**config.mk**
```make
export PLATFORM = sky130hd
export DESIGN_NAME = kernel_loader_flat
export DESIGN_NICKNAME = d
export VERILOG_FILES = /design/src/rtl/kernel_loader_if.sv /design/src/rtl/kernel_loader.sv /design/src/flat_wrapper.sv
export SDC_FILE = /design/constraint.sdc
export NUM_CORES = 1
export LEC_CHECK = 0
export CAP_MARGIN = 20
export CORE_ASPECT_RATIO = 1.1
export CORE_MARGIN = 5
export CORE_UTILIZATION = 42
export CTS_BUF_LIST = sky130_fd_sc_hd__clkbuf_4
export DETAILED_ROUTE_END_ITERATION = 7
export GPL_ROUTABILITY_DRIVEN = 0
export HOLD_SLACK_MARGIN = 0.08
export PLACE_DENSITY = 0.82
export SETUP_SLACK_MARGIN = 0.3
export SLEW_MARGIN = 20
export SYNTH_ARGS = -nofsm -noshare
export SYNTH_HDL_FRONTEND = slang
export SYNTH_SLANG_ARGS = --single-unit
```
**constraint.sdc**
```tcl
create_clock -name clock -period 1.51 [get_ports clock]
set_input_delay 0.302 -clock clock [delete_from_list [all_inputs] [get_ports clock]]
set_output_delay 0.302 -clock clock [all_outputs]
set_load 0.01 [all_outputs]
```
**src/rtl/kernel_loader_if.sv**
```systemverilog
// kernel_loader_if: coefficient stream (data/valid/ready) into the loader.
interface kernel_loader_if #(
  parameter int DATA_WIDTH = 16
);
  logic [DATA_WIDTH-1:0] s_data;
  logic                  s_valid;
  logic                  s_ready;

  modport master (
    output s_data,
    output s_valid,
    input  s_ready
  );

  modport slave (
    input  s_data,
    input  s_valid,
    output s_ready
  );
endinterface

```
**src/rtl/kernel_loader.sv**
```systemverilog
// kernel_loader: streams 3x3 kernel coefficients into mem_kernel.
// Optional read-back checksum verify: define KERNEL_LOADER_VERIFY_EN.
module kernel_loader #(
  parameter int DATA_WIDTH   = 16,
  parameter int ADDR_WIDTH   = 4,
  parameter int KERNEL_SIZE  = 9,
  parameter int BASE_ADDR    = 0,
  parameter int READ_LATENCY = 2
) (
  input  logic                  clock,
  input  logic                  reset_n,
  input  logic                  start,
  kernel_loader_if.slave        s,
  output logic [ADDR_WIDTH-1:0] mem_address,
  output logic [DATA_WIDTH-1:0] mem_data,
  output logic                  mem_wren,
  input  logic [DATA_WIDTH-1:0] mem_q,
  output logic                  busy,
  output logic                  done,
  output logic                  error
);

  localparam logic [1:0] IDLE   = 2'd0;
  localparam logic [1:0] WRITE  = 2'd1;
  localparam logic [1:0] VERIFY = 2'd2;
  localparam logic [1:0] DONE   = 2'd3;

  localparam logic [ADDR_WIDTH-1:0] BASE_A =
    ADDR_WIDTH'(BASE_ADDR);
  localparam logic [ADDR_WIDTH-1:0] LAST =
    ADDR_WIDTH'(KERNEL_SIZE - 1);

`ifdef KERNEL_LOADER_VERIFY_EN
  localparam logic [1:0] AFTER_WRITE = VERIFY;
`else
  localparam logic [1:0] AFTER_WRITE = DONE;
`endif

  logic [1:0]            state;
  logic [ADDR_WIDTH-1:0] idx;
  logic [DATA_WIDTH-1:0] csum;
  logic                  s_ready;
  logic                  beat;

  assign s.s_ready = s_ready;
  assign beat      = s.s_valid & s_ready;

`ifdef KERNEL_LOADER_VERIFY_EN
  localparam logic [ADDR_WIDTH:0] KSZ =
    (ADDR_WIDTH + 1)'(KERNEL_SIZE);
  localparam logic [ADDR_WIDTH:0] KSZ_M1 =
    (ADDR_WIDTH + 1)'(KERNEL_SIZE - 1);

  logic [ADDR_WIDTH:0]   rd_idx;
  logic [READ_LATENCY:0] vpipe;
  logic [READ_LATENCY:0] lpipe;
  logic [DATA_WIDTH-1:0] rsum;
  logic [DATA_WIDTH-1:0] rsum_next;
  logic                  issue;
  logic                  verify_fin;

  assign issue      = (state == VERIFY) && (rd_idx < KSZ);
  assign rsum_next  = rsum + mem_q;
  // lpipe tags the final read so completion needs no return counter
  assign verify_fin = vpipe[READ_LATENCY] & lpipe[READ_LATENCY];

  always_ff @(posedge clock) begin
    if (!reset_n) begin
      rd_idx <= '0;
      vpipe  <= '0;
      lpipe  <= '0;
      rsum   <= '0;
      error  <= 1'b0;
    end else begin
      vpipe[0] <= issue;
      lpipe[0] <= issue && (rd_idx == KSZ_M1);
      for (int k = 1; k <= READ_LATENCY; k++) begin
        vpipe[k] <= vpipe[k-1];
        lpipe[k] <= lpipe[k-1];
      end
      if (state != VERIFY) begin
        rd_idx <= '0;
        rsum   <= '0;
      end else begin
        if (issue)
          rd_idx <= rd_idx + 1'b1;
        if (vpipe[READ_LATENCY])
          rsum <= rsum_next;
      end
      if (state == IDLE && start)
        error <= 1'b0;
      else if (verify_fin && rsum_next != csum)
        error <= 1'b1;
    end
  end
`else
  logic unused_q;

  assign error    = 1'b0;
  assign unused_q = ^{mem_q, csum} ^ (READ_LATENCY > 0);
`endif

  always_ff @(posedge clock) begin
    if (!reset_n) begin
      state       <= IDLE;
      idx         <= '0;
      csum        <= '0;
      s_ready     <= 1'b0;
      mem_address <= '0;
      mem_data    <= '0;
      mem_wren    <= 1'b0;
      busy        <= 1'b0;
      done        <= 1'b0;
    end else begin
      mem_wren <= 1'b0;
      unique case (state)
        IDLE: begin
          if (start) begin
            state   <= WRITE;
            idx     <= '0;
            csum    <= '0;
            s_ready <= 1'b1;
            busy    <= 1'b1;
          end
        end
        WRITE: begin
          if (beat) begin
            mem_address <= BASE_A + idx;
            mem_data    <= s.s_data;
            mem_wren    <= 1'b1;
            csum        <= csum + s.s_data;
            if (idx == LAST) begin
              state   <= AFTER_WRITE;
              s_ready <= 1'b0;
            end else begin
              idx <= idx + 1'b1;
            end
          end
        end
`ifdef KERNEL_LOADER_VERIFY_EN
        VERIFY: begin
          if (issue)
            mem_address <= BASE_A + rd_idx[ADDR_WIDTH-1:0];
          if (verify_fin) begin
            state <= DONE;
            done  <= 1'b1;
          end
        end
`endif
        DONE: begin
          // first DONE cycle raises the pulse, second drops it
          if (!done) begin
            done <= 1'b1;
          end else begin
            done  <= 1'b0;
            state <= IDLE;
            busy  <= 1'b0;
          end
        end
        default: begin
          state   <= IDLE;
          s_ready <= 1'b0;
          busy    <= 1'b0;
          done    <= 1'b0;
        end
      endcase
    end
  end

endmodule
```
**src/flat_wrapper.sv**
```systemverilog
// flat-port wrapper written by rule: the top's interface ports become plain ports
module kernel_loader_flat 
#(
  parameter int DATA_WIDTH   = 16,
  parameter int ADDR_WIDTH   = 4,
  parameter int KERNEL_SIZE  = 9,
  parameter int BASE_ADDR    = 0,
  parameter int READ_LATENCY = 2
)
  (clock, reset_n, start, mem_address, mem_data, mem_wren, mem_q, busy, done, error, s_s_data, s_s_valid, s_s_ready);
  kernel_loader_if #(.DATA_WIDTH(DATA_WIDTH)) s_i ();
  input  logic clock;
  input  logic reset_n;
  input  logic start;
  output logic [ADDR_WIDTH-1:0] mem_address;
  output logic [DATA_WIDTH-1:0] mem_data;
  output logic mem_wren;
  input  logic [DATA_WIDTH-1:0] mem_q;
  output logic busy;
  output logic done;
  output logic error;
  input wire logic [$bits(s_i.s_data)-1:0] s_s_data;
  input wire logic [$bits(s_i.s_valid)-1:0] s_s_valid;
  output wire logic [$bits(s_i.s_ready)-1:0] s_s_ready;
  assign s_i.s_data = s_s_data;
  assign s_i.s_valid = s_s_valid;
  assign s_s_ready = s_i.s_ready;
  kernel_loader #(.DATA_WIDTH(DATA_WIDTH), .ADDR_WIDTH(ADDR_WIDTH), .KERNEL_SIZE(KERNEL_SIZE), .BASE_ADDR(BASE_ADDR), .READ_LATENCY(READ_LATENCY)) u_core (.clock(clock), .reset_n(reset_n), .start(start), .s(s_i), .mem_address(mem_address), .mem_data(mem_data), .mem_wren(mem_wren), .mem_q(mem_q), .busy(busy), .done(done), .error(error));
endmodule
```
After elaboration in Yosys (flattened, before gate mapping)
Index checks and enable logic that the tools add are counted.
{ "word_totals": {"ff_bits": 30, "output_inout_bits": 25, "in_bits": 36} }
{ "classes": {"n_reduce_logical": 9, "n_addsub": 1, "muxes": 18, "eq_ne": 8, "bitwise": 3} }
{ "ops": {"columns": ["operator", "n"], "rows": [
  ["two-way mux 4 bit", 3],
  ["AND reduction 4 bit", 3],
  ["two-way mux 2 bit", 4],
  ["case mux 4 bit (2 select lines)", 1],
  ["two-way mux 1 bit", 6],
  ["inequality test 2 x 1 -> 1 bit, second input constant", 3],
  ["case mux 1 bit (3 select lines)", 2],
  ["case mux 2 bit (3 select lines)", 1],
  ["adder 4 x 1 -> 4 bit, second input constant", 1],
  ["equality test 4 bit, second input constant", 1],
  ["inequality test 2 bit, second input constant", 2],
  ["AND reduction 2 bit", 2],
  ["AND reduction 3 bit", 1],
  ["equality test 2 x 1 -> 1 bit, second input constant", 1],
  ["equality test 2 bit, second input constant", 1],
  ["logical NOT 2 bit", 1],
  ["inverter 1 bit", 2],
  ["case mux 1 bit (2 select lines)", 1],
  ["nonzero test 2 bit", 1],
  ["OR reduction 2 bit", 1],
  ["AND 1 bit", 1]
]} }

Logic depth before layout (Yosys ltp)
Gate-level depths: netlist of the first run.
{ "depth": {"ltp_word": 4, "ltp_mapped": 6, "mapped_depth_nobuf": 6} }

Least setup slack after synthesis of the first run
Ideal clock, no wire load.
{ "synth_timing": {"path_type": "reg2reg", "startpoint": "reg u_core.idx[0]", "endpoint": "reg u_core.idx[2]", "t_arrival_ps": 1159, "stages_incl_launch_ff": 7, "required_time_ps": 1382, "slack_ps": 224, "period_less_slack_ps": 1286, "path_cell_list": "dfxtp_1 -> inv_1 -> ha_1 -> nand4b_1 -> o211ai_4 -> o211ai_1 -> o41ai_2"} }
{ "synth_between": {"elab_chain_len": 4, "word_cells_on_any_way": 7, "cone_classes": "add/sub: 1; eq/ne: 2; mux: 3; reduce/logical: 1"} }
{ "synth_lines": {"columns": ["element", "line", "rtl"], "rows": [
  ["from (decl)", "kernel_loader.sv:40", "logic [ADDR_WIDTH-1:0] idx;"],
  ["from (signal assigned)", "kernel_loader.sv:136", "idx <= idx + 1'b1;"],
  ["adder 4 x 1 -> 4 bit", "kernel_loader.sv:136", null],
  ["two-way mux 4 bit", "kernel_loader.sv:132", "if (idx == LAST) begin"],
  ["two-way mux 4 bit", "kernel_loader.sv:127", "if (beat) begin"],
  ["case mux 4 bit (2 select lines)", "kernel_loader.sv:116", "unique case (state)"]
]} }
Parallel ways exist; a longest one is shown, timed or not. The select of a mux whose other input is x is not followed.
A chain may end at the register's enable or synchronous reset.

Final worst setup path of the first run
Same ends and word-level chain as after synthesis.

==> flow_summary.json, run 1 <==
{
  "outcome": "completed",
  "post-route-period-util_pct": 84.7,
  "period_minus_slack_ns": 1.28,
  "cp.required_ns": 1.72,
  "finalHoldViolCount": 0,
  "drv_cap": 0,
  "fmax_mhz": 782,
  "yosysSeqAreaShare_pct": 46.6,
  "syn_inst": 149,
  "die-area_mm2": 0.00428,
  "synth_seq_cells": 30,
  "grt-ovfl-total": 0,
  "core_mm2": 0.00300,
  "ys_warn_count": 0,
  "synth.net_count": 187,
  "cts_hold_buf": 0,
  "critPathKind": "register to register",
  "yosysMostFrequentCell": "nand2_1",
  "synth_top_cell_by_area": "dfxtp_1",
  "path_clk_slew_ns": 0.09,
  "cpMaxStageDelayCell": "dfxtp_4",
  "syn_area_mm2": 0.00129,
  "syn_avg_cell_area_um2": 8.65,
  "synth_edf_count": 0,
  "ys_types": 30,
  "drt-initial-drc-count": 51,
  "antenna_found_initial": 0,
  "p_leak_uw": 0.000793,
  "port_buffers": 43,
  "cts_tree": "built",
  "routed-via-count": 1227,
  "setup_viol_count_final": 0,
  "initial_utilization_pct": 43.0,
  "drive_gt1_share_pct": 40.7,
  "wirelength_mm": 3.40,
  "n_fill_cell": 275,
  "hp-class": "register to register",
  "crit_fanout": 5,
  "min-delay-start": "u_core.mem_address[0]",
  "synthTopCellsByArea": "dfxtp_1 47%, nand2_1 14%, a21boi_1 12%, buf_4 2.9%, ha_1 1.9%",
  "grt_pass1_wl_mm": 5.35,
  "cp.arrival_ns": 1.48,
  "clock-sinks": 30,
  "wl_per_cell_um": 14.0,
  "cp_top_family": "compound AO/OA/AOI/OAI gates",
  "finish.instance_area_mm2": 0.00188,
  "ioPinCount": 61,
  "rr_startpoint": "u_core.idx[0]",
  "start_kind": "register",
  "wl_met1_mm": 1.30,
  "drc": 0,
  "cts_buffers": 5,
  "antenna_cells": 0,
  "vias_per_cell": 5.05,
  "synthFlopType": "dfxtp_1",
  "skew_ns": 0.00612,
  "whs_ns": 0.455,
  "async_flop_share_pct": 0,
  "grt_pass1_vias": 1238,
  "crit_start": "u_core.idx[0]",
  "endpoint_kind": "register",
  "ir_drop_mv": 0.615,
  "dr_wl_met3_um": 208,
  "netlist_top_cells_count": "48 x nand2_1, 30 x dfxtp_1, 21 x a21boi_1",
  "nets": 247,
  "path_cells": "inv_4 > ha_4 > nand4b_1 > o211ai_4 > o211ai_1 > o41ai_2",
  "synth_top_area_share_pct": 46.6,
  "syn_to_final_growth_pct": 46.1,
  "critPathMaxStageDelay_ns": 0.37,
  "ant_nets": 0,
  "grt_max_degree": 21,
  "highest_layer": "met4",
  "fp.dieW_um": 62.8,
  "path_buf_inv": 1,
  "cts-htree-levels": 2,
  "hpwl_mm": 2.41,
  "p_per_area_mw_per_mm2": 856,
  "clkLatencyLatePin_ns": 0.32,
  "root_buffer": "clkbuf_4",
  "cts.path.max_buffers": 2,
  "dieHeight_um": 68.1,
  "rows": 21,
  "wl_met2_mm": 1.86,
  "grt.total_usage_pct": 15.6,
  "fin_tns_setup_ns": 0,
  "dpl_cell_area_mm2": 0.00179,
  "slew_viol_final": 0,
  "grt_setup_unrepaired": "yes",
  "drtPass1Iterations": 4
}
worst paths after layout:
check / slack, ns / to / depth (start not counted)
max: 0.23 / u_core.idx[2] / 6
min: 0.45 / u_core.mem_address[0] / 2
max reg2reg: 0.23 / u_core.idx[2] / 6
min reg2reg: 0.45 / u_core.mem_address[0] / 2
registers in the layout, summed over array words and instances (netlist names):
register and count:
u_core.mem_address 4, u_core.mem_data 16, u_core.s.s_ready 1, u_core.idx 4
u_core.done 1, u_core.busy 1, u_core.mem_wren 1, u_core.state 2
cell families (layout without fill, tap and decap cells):
logic type	after synthesis	after routing	share of synthesized area [%]
adders and majority gates	2	2	1.94
other	1	1	0.291
buffers and inverters	13	73	5.83
DFF	30	30	46.6
AOI/OAI and AO/OA	33	33	19.8
xor gates and xnor gates	1	1	0.680
and+or+nand+nor	69	69	24.9
area by class of cell:
type                            count  area [um^2]  share of cell area (%)
Timing Repair Buffer               62          472                    25.0
Tap cell                           34         42.5                    2.26
Clock inverter                      2         33.8                    1.79
Multi-Input combinational cell    106          644                    34.2
Sequential cell                    30          636                    33.8
Clock buffer                        5         37.5                    1.99
Inverter                            4         17.5                   0.930
worst min-delay path: cells and delay by family (launching register included):
family	cells	cell delay, ns
flops	1	0.33
simple gates	1	0.05
compound gates	1	0.05
stage by stage:
stage / utilization (%) / instances / power, uW / setup WS [ns]
6_report: 62.9 / 243 / 1610 / 0.231
5_1_grt: 62.9 / 243 / 1690 / 0.144
4_1_cts: 66.1 / 240 / 1630 / 0.265
3_5_place_dp: 59.9 / 227 / 1030 / -0.115
3_3_place_gp: 59.9 / 227 / 1020 / -0.0306
2_1_floorplan: - / 149 / 920 / 0.313
per-layer routing:
| metal | up-vias | GRT usage, % |
|---|---|---|
| met2 | 33 | 30.2 |
| met4 | 0 | 5.31 |
| li1 | 612 | - |
| met5 | - | 0 |
| met3 | 5 | 6.40 |
| met1 | 577 | 15.0 |
cell usage in the layout, fill, tap and decap left out, types with 2 or more instances in the layout:
cell	n
a21boi_1	21
and2_1	3
and3_1	2
buf_2	20
buf_4	16
buf_6	2
clkbuf_2	4
clkbuf_4	5
clkdlybuf4s50_1	18
dfxtp_1	6
dfxtp_2	22
dfxtp_4	2
inv_2	3
nand2_1	47
nand3_1	3
nand3b_1	3
nor2_1	3
nor2b_4	2
o21ai_0	2
o21ai_1	3
o22ai_1	2
power breakdown:
part | switching [uW] | internal, uW
logic | 80.9 | 113
clock network | 262 | 334
registers | 13.3 | 808
timing repair:
item	CTS	global route
gates resized for setup	88	39
setup endpoints to repair	46	38
setup buffers	6	3
pin swaps	4	2
Power figures use the tool's default switching activity.
==> run 2: changes to the inputs <==
==> constraint.sdc (replaced) <==
create_clock -name clock -period 1.3 [get_ports clock]
set_input_delay 0.26 -clock clock [delete_from_list [all_inputs] [get_ports clock]]
set_output_delay 0.26 -clock clock [all_outputs]
set_load 0.01 [all_outputs]
==> flow_summary.json, run 2 (synthesis gave the netlist of run 1 again) <==
{
  "vias_per_cell": 5.04,
  "path_clk_slew_ns": 0.10,
  "endpoint_kind": "register",
  "syn_to_final_growth_pct": 65.0,
  "slew_viol_final": 0,
  "path_buf_inv": 2,
  "fmax_mhz": 793,
  "top_register": "u_core.mem_data",
  "largest_registers": "u_core.mem_data: 16 flops, u_core.idx: 4 flops, u_core.mem_address: 4 flops",
  "antenna_cells": 0,
  "crit_fanout": 5,
  "setup_viol_count_final": 0,
  "outcome": "completed",
  "regArea_um2": 637,
  "nets": 252,
  "hpwl_mm": 2.25,
  "finish.instance_area_mm2": 0.00213,
  "p_leak_uw": 0.000837,
  "grt_setup_unrepaired": "yes",
  "routed-via-count": 1256,
  "clock-sinks": 30,
  "grt_pass1_wl_mm": 5.80,
  "cts_hold_buf": 0,
  "p_per_area_mw_per_mm2": 822,
  "initial_utilization_pct": 43.0,
  "finalHoldViolCount": 0,
  "r2r_slack_ns": 0.04,
  "drt-initial-drc-count": 45,
  "die-area_mm2": 0.00428,
  "largest_register_ff_count": 16,
  "drtPass1Iterations": 4,
  "rows": 21,
  "clkLatencyLatePin_ns": 0.33,
  "grt_pass1_vias": 1287,
  "ioPinCount": 61,
  "drv_cap": 0,
  "whs_ns": 0.462,
  "rr_worst_depth": 7,
  "critPathKind": "register to register",
  "cts-htree-levels": 2,
  "crit_cells": 7,
  "path_cells": "inv_2 > ha_4 > nand4b_1 > o211ai_4 > buf_6 > nand2_2 > a21boi_2",
  "finalPower_uw": 1750,
  "cts.path.max_buffers": 2,
  "wl_met2_mm": 1.90,
  "cpMaxStageDelayCell": "dfxtp_2",
  "cp_top_family": "flip-flops",
  "cts_buffers": 5,
  "dieHeight_um": 68.1,
  "ir_drop_mv": 0.556,
  "grt_max_degree": 21,
  "antenna_found_initial": 0,
  "cts_tree": "built",
  "dpl_cell_area_mm2": 0.00179,
  "dr_wl_met3_um": 223,
  "holdPathStages": 3,
  "multi_input_comb_area_um2": 697,
  "port_buffers": 43,
  "wl_per_cell_um": 14.4,
  "highest_layer": "met4",
  "post-route-period-util_pct": 97.0,
  "cp.arrival_ns": 1.53,
  "root_buffer": "clkbuf_4",
  "wl_met1_mm": 1.33,
  "core_mm2": 0.00300,
  "grt-ovfl-total": 0,
  "wirelength_mm": 3.58,
  "hp-class": "input pin to register",
  "final_cell_mix": "45 x nand2_1, 28 x buf_6, 26 x dfxtp_2",
  "final_common_cell": "nand2_1",
  "drc": 0,
  "drive_gt1_share_pct": 48.4,
  "cp.required_ns": 1.57,
  "start_kind": "register",
  "period_minus_slack_ns": 1.26,
  "n_fill_cell": 215,
  "ant_nets": 0,
  "critPathMaxStageDelay_ns": 0.34,
  "fp.dieW_um": 62.8,
  "grt.total_usage_pct": 17.6,
  "skew_ns": 0.00820
}
==> run 2: cell types whose count changed in the layout (fill, tap and decap cells not counted), sizes merged <==
| cell | change |
|---|---|
| clkbuf | -4 |
| buf | +9 |
| clkinv | +2 |
| bufinv | -1 |
==> run 2: layer usage <==
layer / track usage [%] / up-vias
met5: 0 / -
met4: 10.3 / 0
met3: 6.73 / 14
met2: 32.3 / 41
met1: 17.1 / 578
li1: - / 623
==> run 2: layout make-up <==
class                   instances  share of cell area, %
inverters                       4                  0.824
repair buffers                 67                   32.2
clock inverters                 3                  0.529
clock buffers                   5                   1.76
multi-input cells             106                   32.8
flip-flops and latches         30                   29.9
well taps                      34                   2.00
==> run 2: per-stage QoR <==
step / setup WS, ns / instances / setup TNS (ns) / utilization [%]
floorplan: 0.131 / 149 / 0 / -
global placement: -0.233 / 224 / -4.99 / 59.8
detailed placement: -0.310 / 224 / -6.20 / 59.8
CTS: 0.0839 / 243 / 0 / 67.7
global route: -0.0446 / 249 / -0.0836 / 71.0
finish: 0.0385 / 249 / 0 / 71.0
==> run 2: tightest hold or removal path, stage by stage <==
cell	delay [ns]
clkdlybuf4s50_1	0.40
nand2_1	0.06
a21boi_1	0.05
==> run 2: path summary, 6_finish.rpt <==
check	start	endpoint
max	u_core.idx[0]	u_core.idx[3]
min	s_s_data[15]	u_core.mem_data[15]
max reg2reg	u_core.idx[0]	u_core.idx[3]
min reg2reg	u_core.mem_data[7]	u_core.mem_data[7]
==> run 2: repair_timing <==
item / in CTS / in global routing
gates resized for setup: 148 / 18
setup buffers: 10 / 6
cloned: 1 / 0
pin swaps: 3 / 6
endpoints found under the setup margin: 50 / 54
==> run 2: report_power, final <==
part	total (uW)	switching [uW]	internal, uW
clock	511	319	192
combinational	276	108	169
sequential	960	19.8	940
total	1750	447	1300
